### src/rtl/vga_sync_decoder.sv
// vga_sync_decoder
// Receive-side VGA timing recovery. Rebuilds pixel_x/pixel_y from active-low
// hsync/vsync sampled on a pixel-rate strobe, checks every sync edge against
// the nominal timing and declares lock after LOCK_FRAMES clean frames.
//
// state    | meaning
// ---------+--------------------------------------------------------------
// SEARCH   | waiting for a vsync fall to align the counters; errors muted
// ACQUIRE  | aligned, counting clean vsync-to-vsync frames toward lock
// LOCKED   | stream trusted: locked_o high, frame_start_o enabled
module vga_sync_decoder #(
    parameter int unsigned H_RES       = 640,
    parameter int unsigned H_TOTAL     = 800,
    parameter int unsigned HSYNC_START = 656,
    parameter int unsigned HSYNC_END   = 752,
    parameter int unsigned V_RES       = 480,
    parameter int unsigned V_TOTAL     = 525,
    parameter int unsigned VSYNC_START = 490,
    parameter int unsigned VSYNC_END   = 492,
    parameter int unsigned LOCK_FRAMES = 4,
    parameter int unsigned X_POS_W     = 10,
    parameter int unsigned Y_POS_W     = 10
) (
    input  logic               clk_i,
    input  logic               rst_ni,
    input  logic               px_en_i,
    input  logic               hsync_i,
    input  logic               vsync_i,
    output logic [X_POS_W-1:0] pixel_x_o,
    output logic [Y_POS_W-1:0] pixel_y_o,
    output logic               visible_range_o,
    output logic               locked_o,
    output logic               frame_start_o,
    output logic               h_err_o,
    output logic               v_err_o
);

    localparam logic [X_POS_W-1:0] X_LAST   = X_POS_W'(H_TOTAL - 1);
    localparam logic [X_POS_W-1:0] X_HS_BEG = X_POS_W'(HSYNC_START);
    localparam logic [X_POS_W-1:0] X_HS_END = X_POS_W'(HSYNC_END);
    localparam logic [X_POS_W-1:0] X_VIS    = X_POS_W'(H_RES);
    localparam logic [Y_POS_W-1:0] Y_LAST   = Y_POS_W'(V_TOTAL - 1);
    localparam logic [Y_POS_W-1:0] Y_VS_BEG = Y_POS_W'(VSYNC_START);
    localparam logic [Y_POS_W-1:0] Y_VS_END = Y_POS_W'(VSYNC_END);
    localparam logic [Y_POS_W-1:0] Y_VIS    = Y_POS_W'(V_RES);
    localparam logic [3:0]         GOOD_TARGET = 4'(LOCK_FRAMES);

    typedef enum logic [1:0] {
        ST_SEARCH  = 2'd0,
        ST_ACQUIRE = 2'd1,
        ST_LOCKED  = 2'd2
    } state_e;

    state_e             state_q, state_d;
    logic [3:0]         good_q, good_d, good_inc;

    logic               hs_q, vs_q;
    logic               hs_fall, hs_rise, vs_fall, vs_rise;

    logic [X_POS_W-1:0] x_q, x_d, x_n;
    logic [Y_POS_W-1:0] y_q, y_d, y_n;
    logic               x_wrap;

    logic               xn_at_hs_beg, xn_at_hs_end, xn_at_zero;
    logic               yn_at_vs_beg, yn_at_vs_end;
    logic               h_err, v_err, any_err;

    logic               locked, err_active;
    logic               h_err_d, v_err_d, frame_start_d;
    logic               h_err_q, v_err_q, frame_start_q;

    // Sync edges on this beat; everything downstream is qualified by the strobe.
    always_comb begin
        hs_fall = px_en_i &  hs_q & ~hsync_i;
        hs_rise = px_en_i & ~hs_q &  hsync_i;
        vs_fall = px_en_i &  vs_q & ~vsync_i;
        vs_rise = px_en_i & ~vs_q &  vsync_i;
    end

    // Previous sync levels; idle-high so a stream starting low shows a fall.
    always_ff @(posedge clk_i or negedge rst_ni) begin
        if (!rst_ni) begin
            hs_q <= 1'b1;
            vs_q <= 1'b1;
        end else if (px_en_i) begin
            hs_q <= hsync_i;
            vs_q <= vsync_i;
        end
    end

    // Position the free-running raster would reach on this beat.
    always_comb begin
        x_wrap = (x_q == X_LAST);
        x_n    = x_wrap ? '0 : x_q + X_POS_W'(1);
        y_n    = y_q;
        if (x_wrap) begin
            y_n = (y_q == Y_LAST) ? '0 : y_q + Y_POS_W'(1);
        end
    end

    // Counter update: vsync fall realigns both axes, hsync fall realigns x only.
    always_comb begin
        x_d = x_q;
        y_d = y_q;
        if (px_en_i) begin
            if (vs_fall) begin
                x_d = '0;
                y_d = Y_VS_BEG;
            end else if (hs_fall) begin
                x_d = X_HS_BEG;
                y_d = y_n;
            end else begin
                x_d = x_n;
                y_d = y_n;
            end
        end
    end

    // Coordinate counters.
    always_ff @(posedge clk_i or negedge rst_ni) begin
        if (!rst_ni) begin
            x_q <= '0;
            y_q <= '0;
        end else begin
            x_q <= x_d;
            y_q <= y_d;
        end
    end

    // Edge-vs-prediction checks: an edge where none is due, or a due edge missing.
    always_comb begin
        xn_at_hs_beg = (x_n == X_HS_BEG);
        xn_at_hs_end = (x_n == X_HS_END);
        xn_at_zero   = (x_n == '0);
        yn_at_vs_beg = (y_n == Y_VS_BEG);
        yn_at_vs_end = (y_n == Y_VS_END);

        h_err = px_en_i & ((hs_fall & ~xn_at_hs_beg) | (~hs_fall & xn_at_hs_beg) |
                           (hs_rise & ~xn_at_hs_end) | (~hs_rise & xn_at_hs_end));

        // Vertical edges are only legal at line start; elsewhere a vsync fall is itself wrong.
        if (xn_at_zero) begin
            v_err = px_en_i & ((vs_fall & ~yn_at_vs_beg) | (~vs_fall & yn_at_vs_beg) |
                               (vs_rise & ~yn_at_vs_end) | (~vs_rise & yn_at_vs_end));
        end else begin
            v_err = vs_fall;
        end

        any_err = h_err | v_err;
    end

    // Lock FSM: state register.
    always_ff @(posedge clk_i or negedge rst_ni) begin
        if (!rst_ni) begin
            state_q <= ST_SEARCH;
            good_q  <= '0;
        end else begin
            state_q <= state_d;
            good_q  <= good_d;
        end
    end

    // Lock FSM: next state. An error on a vsync-fall beat beats the count increment.
    always_comb begin
        state_d  = state_q;
        good_d   = good_q;
        good_inc = good_q + 4'd1;
        unique case (state_q)
            ST_SEARCH: begin
                if (vs_fall) begin
                    state_d = ST_ACQUIRE;
                    good_d  = '0;
                end
            end
            ST_ACQUIRE: begin
                if (any_err) begin
                    state_d = ST_SEARCH;
                    good_d  = '0;
                end else if (vs_fall) begin
                    good_d = good_inc;
                    if (good_inc == GOOD_TARGET) begin
                        state_d = ST_LOCKED;
                    end
                end
            end
            ST_LOCKED: begin
                if (any_err) begin
                    state_d = ST_SEARCH;
                    good_d  = '0;
                end
            end
            default: begin
                state_d = ST_SEARCH;
                good_d  = '0;
            end
        endcase
    end

    // Lock FSM: outputs. Errors are muted in SEARCH since the counters are not yet aligned.
    always_comb begin
        locked        = (state_q == ST_LOCKED);
        err_active    = (state_q != ST_SEARCH);
        h_err_d       = h_err & err_active;
        v_err_d       = v_err & err_active;
        frame_start_d = px_en_i & locked & (x_d == '0) & (y_d == '0);
    end

    // Single-beat status pulses; they drop on any clk without a pixel strobe.
    always_ff @(posedge clk_i or negedge rst_ni) begin
        if (!rst_ni) begin
            h_err_q       <= 1'b0;
            v_err_q       <= 1'b0;
            frame_start_q <= 1'b0;
        end else begin
            h_err_q       <= h_err_d;
            v_err_q       <= v_err_d;
            frame_start_q <= frame_start_d;
        end
    end

    // Output drive; the visible window is judged on the registered coordinate.
    always_comb begin
        pixel_x_o       = x_q;
        pixel_y_o       = y_q;
        locked_o        = locked;
        visible_range_o = locked & (x_q < X_VIS) & (y_q < Y_VIS);
        frame_start_o   = frame_start_q;
        h_err_o         = h_err_q;
        v_err_o         = v_err_q;
    end

endmodule
### config.mk
export PLATFORM = sky130hd
export DESIGN_NAME = vga_sync_decoder
export DESIGN_NICKNAME = d
export VERILOG_FILES = /design/src/rtl/vga_sync_decoder.sv
export SDC_FILE = /design/constraint.sdc
export NUM_CORES = 1
export LEC_CHECK = 0
export BUFFER_PORTS_ARGS = -buffer_cell sky130_fd_sc_hd__buf_4
export CAP_MARGIN = 20
export CORE_ASPECT_RATIO = 0.8
export CORE_UTILIZATION = 55
export CTS_BUF_LIST = sky130_fd_sc_hd__clkbuf_16
export CTS_CLUSTER_SIZE = 16
export DETAILED_ROUTE_END_ITERATION = 6
export PLACE_DENSITY_LB_ADDON = 0.2
export SYNTH_ARGS = -nofsm -noshare
export SYNTH_HDL_FRONTEND = slang
export SYNTH_SLANG_ARGS = --single-unit
### constraint.sdc
create_clock -name clk_i -period 4.05 [get_ports clk_i]
set_input_delay 0.81 -clock clk_i [delete_from_list [all_inputs] [get_ports clk_i]]
set_output_delay 0.81 -clock clk_i [all_outputs]
set_load 0.1 [all_outputs]
==> results of run 1 <==
## worst reg2reg max path: stages, from the launching register on
cell and delay (ps):
dfrtp_1 500, or4b_4 610, or4_4 600, o41a_1 390
a21oi_1 210, nor3_1 120, a32o_1 270, o31ai_4 430
o221ai_2 150, mux2_4 270
## layout make-up
class / instances / share of cell area
Sequential cell: 31 / 0.270
Inverter: 10 / 0.0130
Clock inverter: 3 / 0.00389
Clock buffer: 5 / 0.0432
Timing Repair Buffer: 35 / 0.0907
Multi-Input combinational cell: 254 / 0.555
Tap cell: 57 / 0.0246
## cell usage in the layout (no fill, tap or decap), types with 3 or more instances in the layout
cell	instances
o211ai_1	4
a21o_1	3
nand2b_1	9
buf_4	35
inv_1	10
nand2_1	35
a31oi_1	5
o22ai_1	5
and3_1	5
o31ai_1	4
a21oi_1	21
o21ai_0	27
clkinv_1	3
xor2_1	5
nor4_1	7
o41ai_1	4
nand4_1	6
nand3_1	19
dfrtp_1	27
nor3_1	7
ha_1	6
or4_1	3
clkbuf_16	5
or3_1	6
a2111oi_0	3
xnor2_1	8
a211oi_1	3
nor2_1	18
## sequential cells by signal (all words and copies together), names as in the netlist
register,flops
frame_start_o,1
good_q,4
h_err_o,1
hs_q,1
pixel_x_o,10
pixel_y_o,10
state_q,2
v_err_o,1
vs_q,1
## kinds of logic (layout without fill, tap and decap cells)
logic type               count (synthesis)  count (layout)  synth area share
XOR/XNOR                                13              13            0.0450
adder cells (fa/ha/maj)                  6               6            0.0297
AND/OR/NAND/NOR                        131             131             0.276
flip-flops                              31              31             0.308
multiplexers                             4               4            0.0188
buffers and inverters                   32              53            0.0569
AO/OA/AOI/OAI                          100             100             0.266
## power groups by stage
stage / logic (mW) / clock network (mW) / registers, mW
2_1_floorplan: 0.225 / 0 / 0.524
3_3_place_gp: 0.406 / 0 / 0.430
3_5_place_dp: 0.411 / 0 / 0.431
4_1_cts: 0.412 / 0.352 / 0.427
5_1_grt: 0.444 / 0.371 / 0.440
6_report: 0.417 / 0.347 / 0.429
## stage by stage
| stage | hold WS [ps] | util | std cells |
|---|---|---|---|
| 5_1_grt | 497 | 0.672 | 395 |
| 4_1_cts | 481 | 0.672 | 395 |
| 6_report | 463 | 0.672 | 395 |
| 2_1_floorplan | 514 | - | 317 |
| 3_5_place_dp | 551 | 0.641 | 387 |
| 3_3_place_gp | 534 | 0.641 | 387 |
## routing by layer
metal | vias up | routed length (um) | track usage
met4 | 0 | 179 | 0.123
met2 | 167 | 3050 | 0.450
met1 | 1242 | 3240 | 0.465
li1 | 1233 | - | -
met5 | - | 0 | 0
met3 | 21 | 713 | 0.0701
## path summary, 6_finish.rpt
check | end | slack, ps | depth (start not counted)
worst max-delay path | good_q[0] | 410 | 9
worst min-delay path | pixel_x_o[3] | 460 | 1
worst max register to register | good_q[0] | 410 | 9
worst min register to register | pixel_x_o[0] | 550 | 1
max in group asynchronous | hs_q | 3250 | 1
min in group clk_i | pixel_x_o[0] | 550 | 1
==> flow_metrics.py, run 1 <==
metrics = {
    "clock_tree": {
        "cts_root_buf": "clkbuf_16",
        "cts_setup_buffers": 0,
        "max-clock-path-buffers": 2,
        "hold_buffers": 0,
        "htree_num_levels": 2,
        "clock_tree_from_tritoncts": "built",
        "later_pin_clock_latency_in_the_skew_report_ps": 280,
        "cts_resized": 0,
        "clkTransAtPathRegs_ps": 50,
        "num_cts_buffers": 5,
        "clock_sinks": 31,
    },
    "synthesis": {
        "synth_common_cells": "35 x nand2_1, 29 x dfrtp_1, 27 x o21ai_0",
        "synth-edff-count": 0,
        "synth_warnings": 0,
        "synth_area_per_cell_um2": 7.98,
        "post_synth_main_area_contributors": "dfrtp_1 29%, o21ai_0 5.3%, nand2_1 5.2%",
        "syn_inst": 317,
        "post-synth-top-area-fraction": 0.287,
        "ys_async_sr_fraction": 1.00,
        "postSynthRegisterBits": 31,
        "syn_nets": 328,
        "yosysTopAreaCell": "dfrtp_1",
        "yosysUniqueCellTypes": 64,
        "seq_area_frac_synth": 0.308,
        "dominantRegCellSynth": "dfrtp_1",
        "syn-cell-area_um2": 2530,
        "post-synth-top-count-cell": "nand2_1",
    },
    "setup_path": {
        "cpPeakStageDelay_ps": 610,
        "cell_family_with_most_cp_delay": "compound AO/OA/AOI/OAI gates",
        "worstPathRequired_ps": 4210,
        "critPathMaxFanout": 11,
        "timing.critical_path.from_type": "flip-flop",
        "critical_path.startpoint": "pixel_x_o[7]",
        "timing.critical_path.buf_inv": 0,
        "r2r-start": "pixel_x_o[7]",
        "critPathCaptureType": "flip-flop",
        "worstPathCellList": "or4b_4 -> or4_4 -> o41a_1 -> a21oi_1 -> nor3_1 -> a32o_1 -> o31ai_4 -> o221ai_2 -> mux2_4",
        "setup.worst_path.class": "flip-flop to flip-flop",
        "cp_slowest_cell": "or4b_4",
        "arrival_ps": 3800,
    },
    "sta": {
        "grt_setup_unrepaired": "no",
        "tightest_slew_ps": 633,
        "finalSetupViolations": 0,
        "fin_crit_period_ps": 3640,
        "finalMaxSlewViolations": 0,
        "finClkSkew_ps": 4.86,
        "hold_viol": 0,
        "setup_ws_ps": 408,
        "tns_ps": 0,
        "tcrit_tclk_final": 0.899,
        "worst_slew_margin_rel": 0.577,
        "max_freq_ghz": 0.275,
    },
    "floorplan": {
        "initial_core_util": 0.587,
        "die_h_um": 62.7,
        "rows": 21,
        "die_area_um2": 4880,
        "floorplan.io_pins": 30,
        "core_region_area_um2": 4310,
        "die_w_um": 77.8,
    },
    "placed_design": {
        "port_buffer_count": 29,
        "detailedPlace.worstSlack_ps": 451,
        "placed_area_um2": 2760,
        "gp_routability_congestion": 0.925,
        "hpwl_um": 5270,
    },
    "drt": {
        "iter_0_drt_violations": 389,
        "wire_length_per_cell_um": 18.2,
        "drcViolationCount": 0,
        "route.antenna.remaining_nets": 0,
        "drt-vias-per-instance": 6.74,
        "wl_um": 7180,
        "drt_first_pass_iters": 5,
        "vias": 2663,
    },
    "pwr": {
        "finalPower_mw": 1.19,
        "cellPowerDensity_nw_per_um2": 412,
        "p_leak_nw": 1.12,
        "swShare": 0.409,
        "total_internal_power_uw": 705,
        "peak_vdd_ir_v": 0.000278,
        "switchingPower_uw": 488,
        "combPwrFrac": 0.349,
        "seq_power_share": 0.359,
        "pwr-share-clk": 0.291,
    },
    "layout": {
        "antenna-diode-count": 0,
        "syn_to_final_growth_pct": 14.5,
        "multi_input_comb_area_um2": 1610,
        "n_fill_cell": 369,
        "drive_gt1_frac": 0.169,
        "design.final.nets": 348,
        "finish.instance_area_um2": 2900,
        "seq_area_um2": 781,
    },
    "hold_path": {
        "min-delay-path-class": "primary input to asynchronous set/reset pin",
    },
    "grt": {
        "global_route.usage.total": 0.317,
        "gr-total-overflow": 0,
        "via_count_of_the_first_global_routing_pass": 2343,
        "grt_max_degree": 32,
        "grt_antenna_before_repair": 0,
        "wire_length_of_the_first_global_routing_pass_um": 12000,
    },
    "run": {
        "drv.max_cap_violation_count": 0,
    },
    "status": {
        "outcome": "finished, final reports clean",
    },
}
Power figures use the tool's default switching activity.
==> inputs of run 2 (changes only) <==
--- a/config.mk
+++ b/config.mk
@@ -13,6 +13,7 @@
 export CTS_CLUSTER_SIZE = 16
 export DETAILED_ROUTE_END_ITERATION = 6
 export PLACE_DENSITY_LB_ADDON = 0.2
+export REMOVE_ABC_BUFFERS = 1
 export SYNTH_ARGS = -nofsm -noshare
 export SYNTH_HDL_FRONTEND = slang
 export SYNTH_SLANG_ARGS = --single-unit
==> flow_metrics.py, run 2 (same netlist as run 1, synthesis figures left out) <==
metrics = {
    "floorplan": {
        "rows": 21,
        "die_h_um": 62.7,
        "die_w_um": 77.8,
        "initial_core_util": 0.587,
        "floorplan.io_pins": 30,
        "core_region_area_um2": 4310,
        "die_area_um2": 4880,
    },
    "sta": {
        "tightest_slew_ps": 764,
        "grt_setup_unrepaired": "no",
        "worst_slew_margin_rel": 0.484,
        "fin_crit_period_ps": 3570,
        "finalMaxSlewViolations": 0,
        "hold-worst-slack_ps": 469,
        "setup_ws_ps": 479,
        "max_freq_ghz": 0.280,
        "finalSetupViolations": 0,
        "hold_viol": 0,
        "finClkSkew_ps": 2.63,
        "tcrit_tclk_final": 0.882,
    },
    "layout": {
        "final_common_cell": "buf_4",
        "drive_gt1_frac": 0.178,
        "seq_area_um2": 778,
        "finish.instance_area_um2": 2950,
        "antenna-diode-count": 0,
        "syn_to_final_growth_pct": 16.7,
        "design.final.nets": 352,
        "top_library_cells_by_usage_in_the_layout_fill_and_taps_aside": "39 x buf_4, 35 x nand2_1, 29 x dfrtp_1",
        "multi_input_comb_area_um2": 1610,
        "n_fill_cell": 354,
    },
    "setup_path": {
        "critPathMaxFanout": 11,
        "timing.critical_path.from_type": "flip-flop",
        "arrival_ps": 3730,
        "number_of_cell_instances_on_the_worst_register_to_register_path": 9,
        "critPathCaptureType": "flip-flop",
        "worstPathRequired_ps": 4210,
        "setup.worst_path.class": "flip-flop to flip-flop",
    },
    "clock_tree": {
        "num_cts_buffers": 5,
        "clkTransAtPathRegs_ps": 50,
        "cts_root_buf": "clkbuf_16",
        "hold_buffers": 0,
        "max-clock-path-buffers": 2,
        "clock_sinks": 31,
        "cts_resized": 0,
        "cts_setup_buffers": 0,
        "later_pin_clock_latency_in_the_skew_report_ps": 280,
        "clock_tree_from_tritoncts": "built",
        "htree_num_levels": 2,
    },
    "drt": {
        "vias": 2693,
        "drt-vias-per-instance": 6.75,
        "wire_length_per_cell_um": 18.8,
        "drcViolationCount": 0,
        "route.antenna.remaining_nets": 0,
        "iter_0_drt_violations": 346,
        "wl_um": 7520,
        "drt_first_pass_iters": 6,
    },
    "placed_design": {
        "port_buffer_count": 29,
        "gp_routability_congestion": 1.00,
        "detailedPlace.worstSlack_ps": 540,
        "placed_area_um2": 2790,
        "hpwl_um": 5300,
    },
    "pwr": {
        "cellPowerDensity_nw_per_um2": 436,
        "finalPower_mw": 1.29,
        "peak_vdd_ir_v": 0.000230,
        "p_leak_nw": 1.16,
    },
    "grt": {
        "gr-total-overflow": 0,
        "grt_max_degree": 32,
        "grt_antenna_before_repair": 0,
        "via_count_of_the_first_global_routing_pass": 2474,
        "wire_length_of_the_first_global_routing_pass_um": 12500,
        "global_route.usage.total": 0.328,
    },
    "run": {
        "drv.max_cap_violation_count": 0,
    },
    "hold_path": {
        "min-delay-path-class": "primary input to asynchronous set/reset pin",
    },
    "status": {
        "outcome": "finished, final reports clean",
    },
}
-- run 2: changes by cell type in the layout (fill, tap and decap cells not counted), sizes merged --
cell and change:
bufinv +1, buf +4, inv -1
-- run 2: metrics by stage --
step / util / cells / setup TNS (ps)
floorplan: - / 295 / -48.4
global placement: 0.647 / 391 / 0
CTS: 0.685 / 399 / 0
global route: 0.685 / 399 / 0
detailed placement: 0.647 / 391 / 0
finish: 0.685 / 399 / 0
-- run 2: worst max-delay path, stage by stage, from the launching register on --
cell	delay [ps]
dfrtp_1	440
or4b_4	570
or4_4	610
o41a_1	380
a21oi_1	210
nor3_1	110
a32o_1	270
o31ai_4	420
o221ai_2	160
mux2_4	270
-- run 2: layout make-up --
cell class | count | share of cell area
repair buffers | 39 | 0.0992
flip-flops and latches | 31 | 0.264
multi-input cells | 254 | 0.545
clock buffers | 5 | 0.0424
clock inverters | 3 | 0.0131
inverters | 10 | 0.0127
well taps | 57 | 0.0242
-- run 2: path summary, 6_finish.rpt --
check                      slack (ps)         start           end
setup / recovery                  480  pixel_x_o[9]     good_q[0]
hold / removal                    470        rst_ni  pixel_y_o[6]
setup reg to reg                  480  pixel_x_o[9]     good_q[0]
hold reg to reg                   570  pixel_y_o[8]  pixel_y_o[8]
max in group asynchronous        3250        rst_ni          hs_q
min in group clk_i                570  pixel_y_o[8]  pixel_y_o[8]
-- run 2: layer usage --
metal	up-vias	track usage	wire, um	part of all wire
met5	-	0	0	0
met4	0	0.130	212	0.028
met3	26	0.0642	688	0.092
met2	156	0.468	3200	0.43
met1	1270	0.483	3420	0.46
li1	1241	-	-	-
-- run 2: where the power goes --
group          switching, mW  internal [mW]  leakage (nW)
Sequential            0.0678          0.349         0.376
Combinational          0.305          0.141         0.698
Clock                  0.136          0.286        0.0812
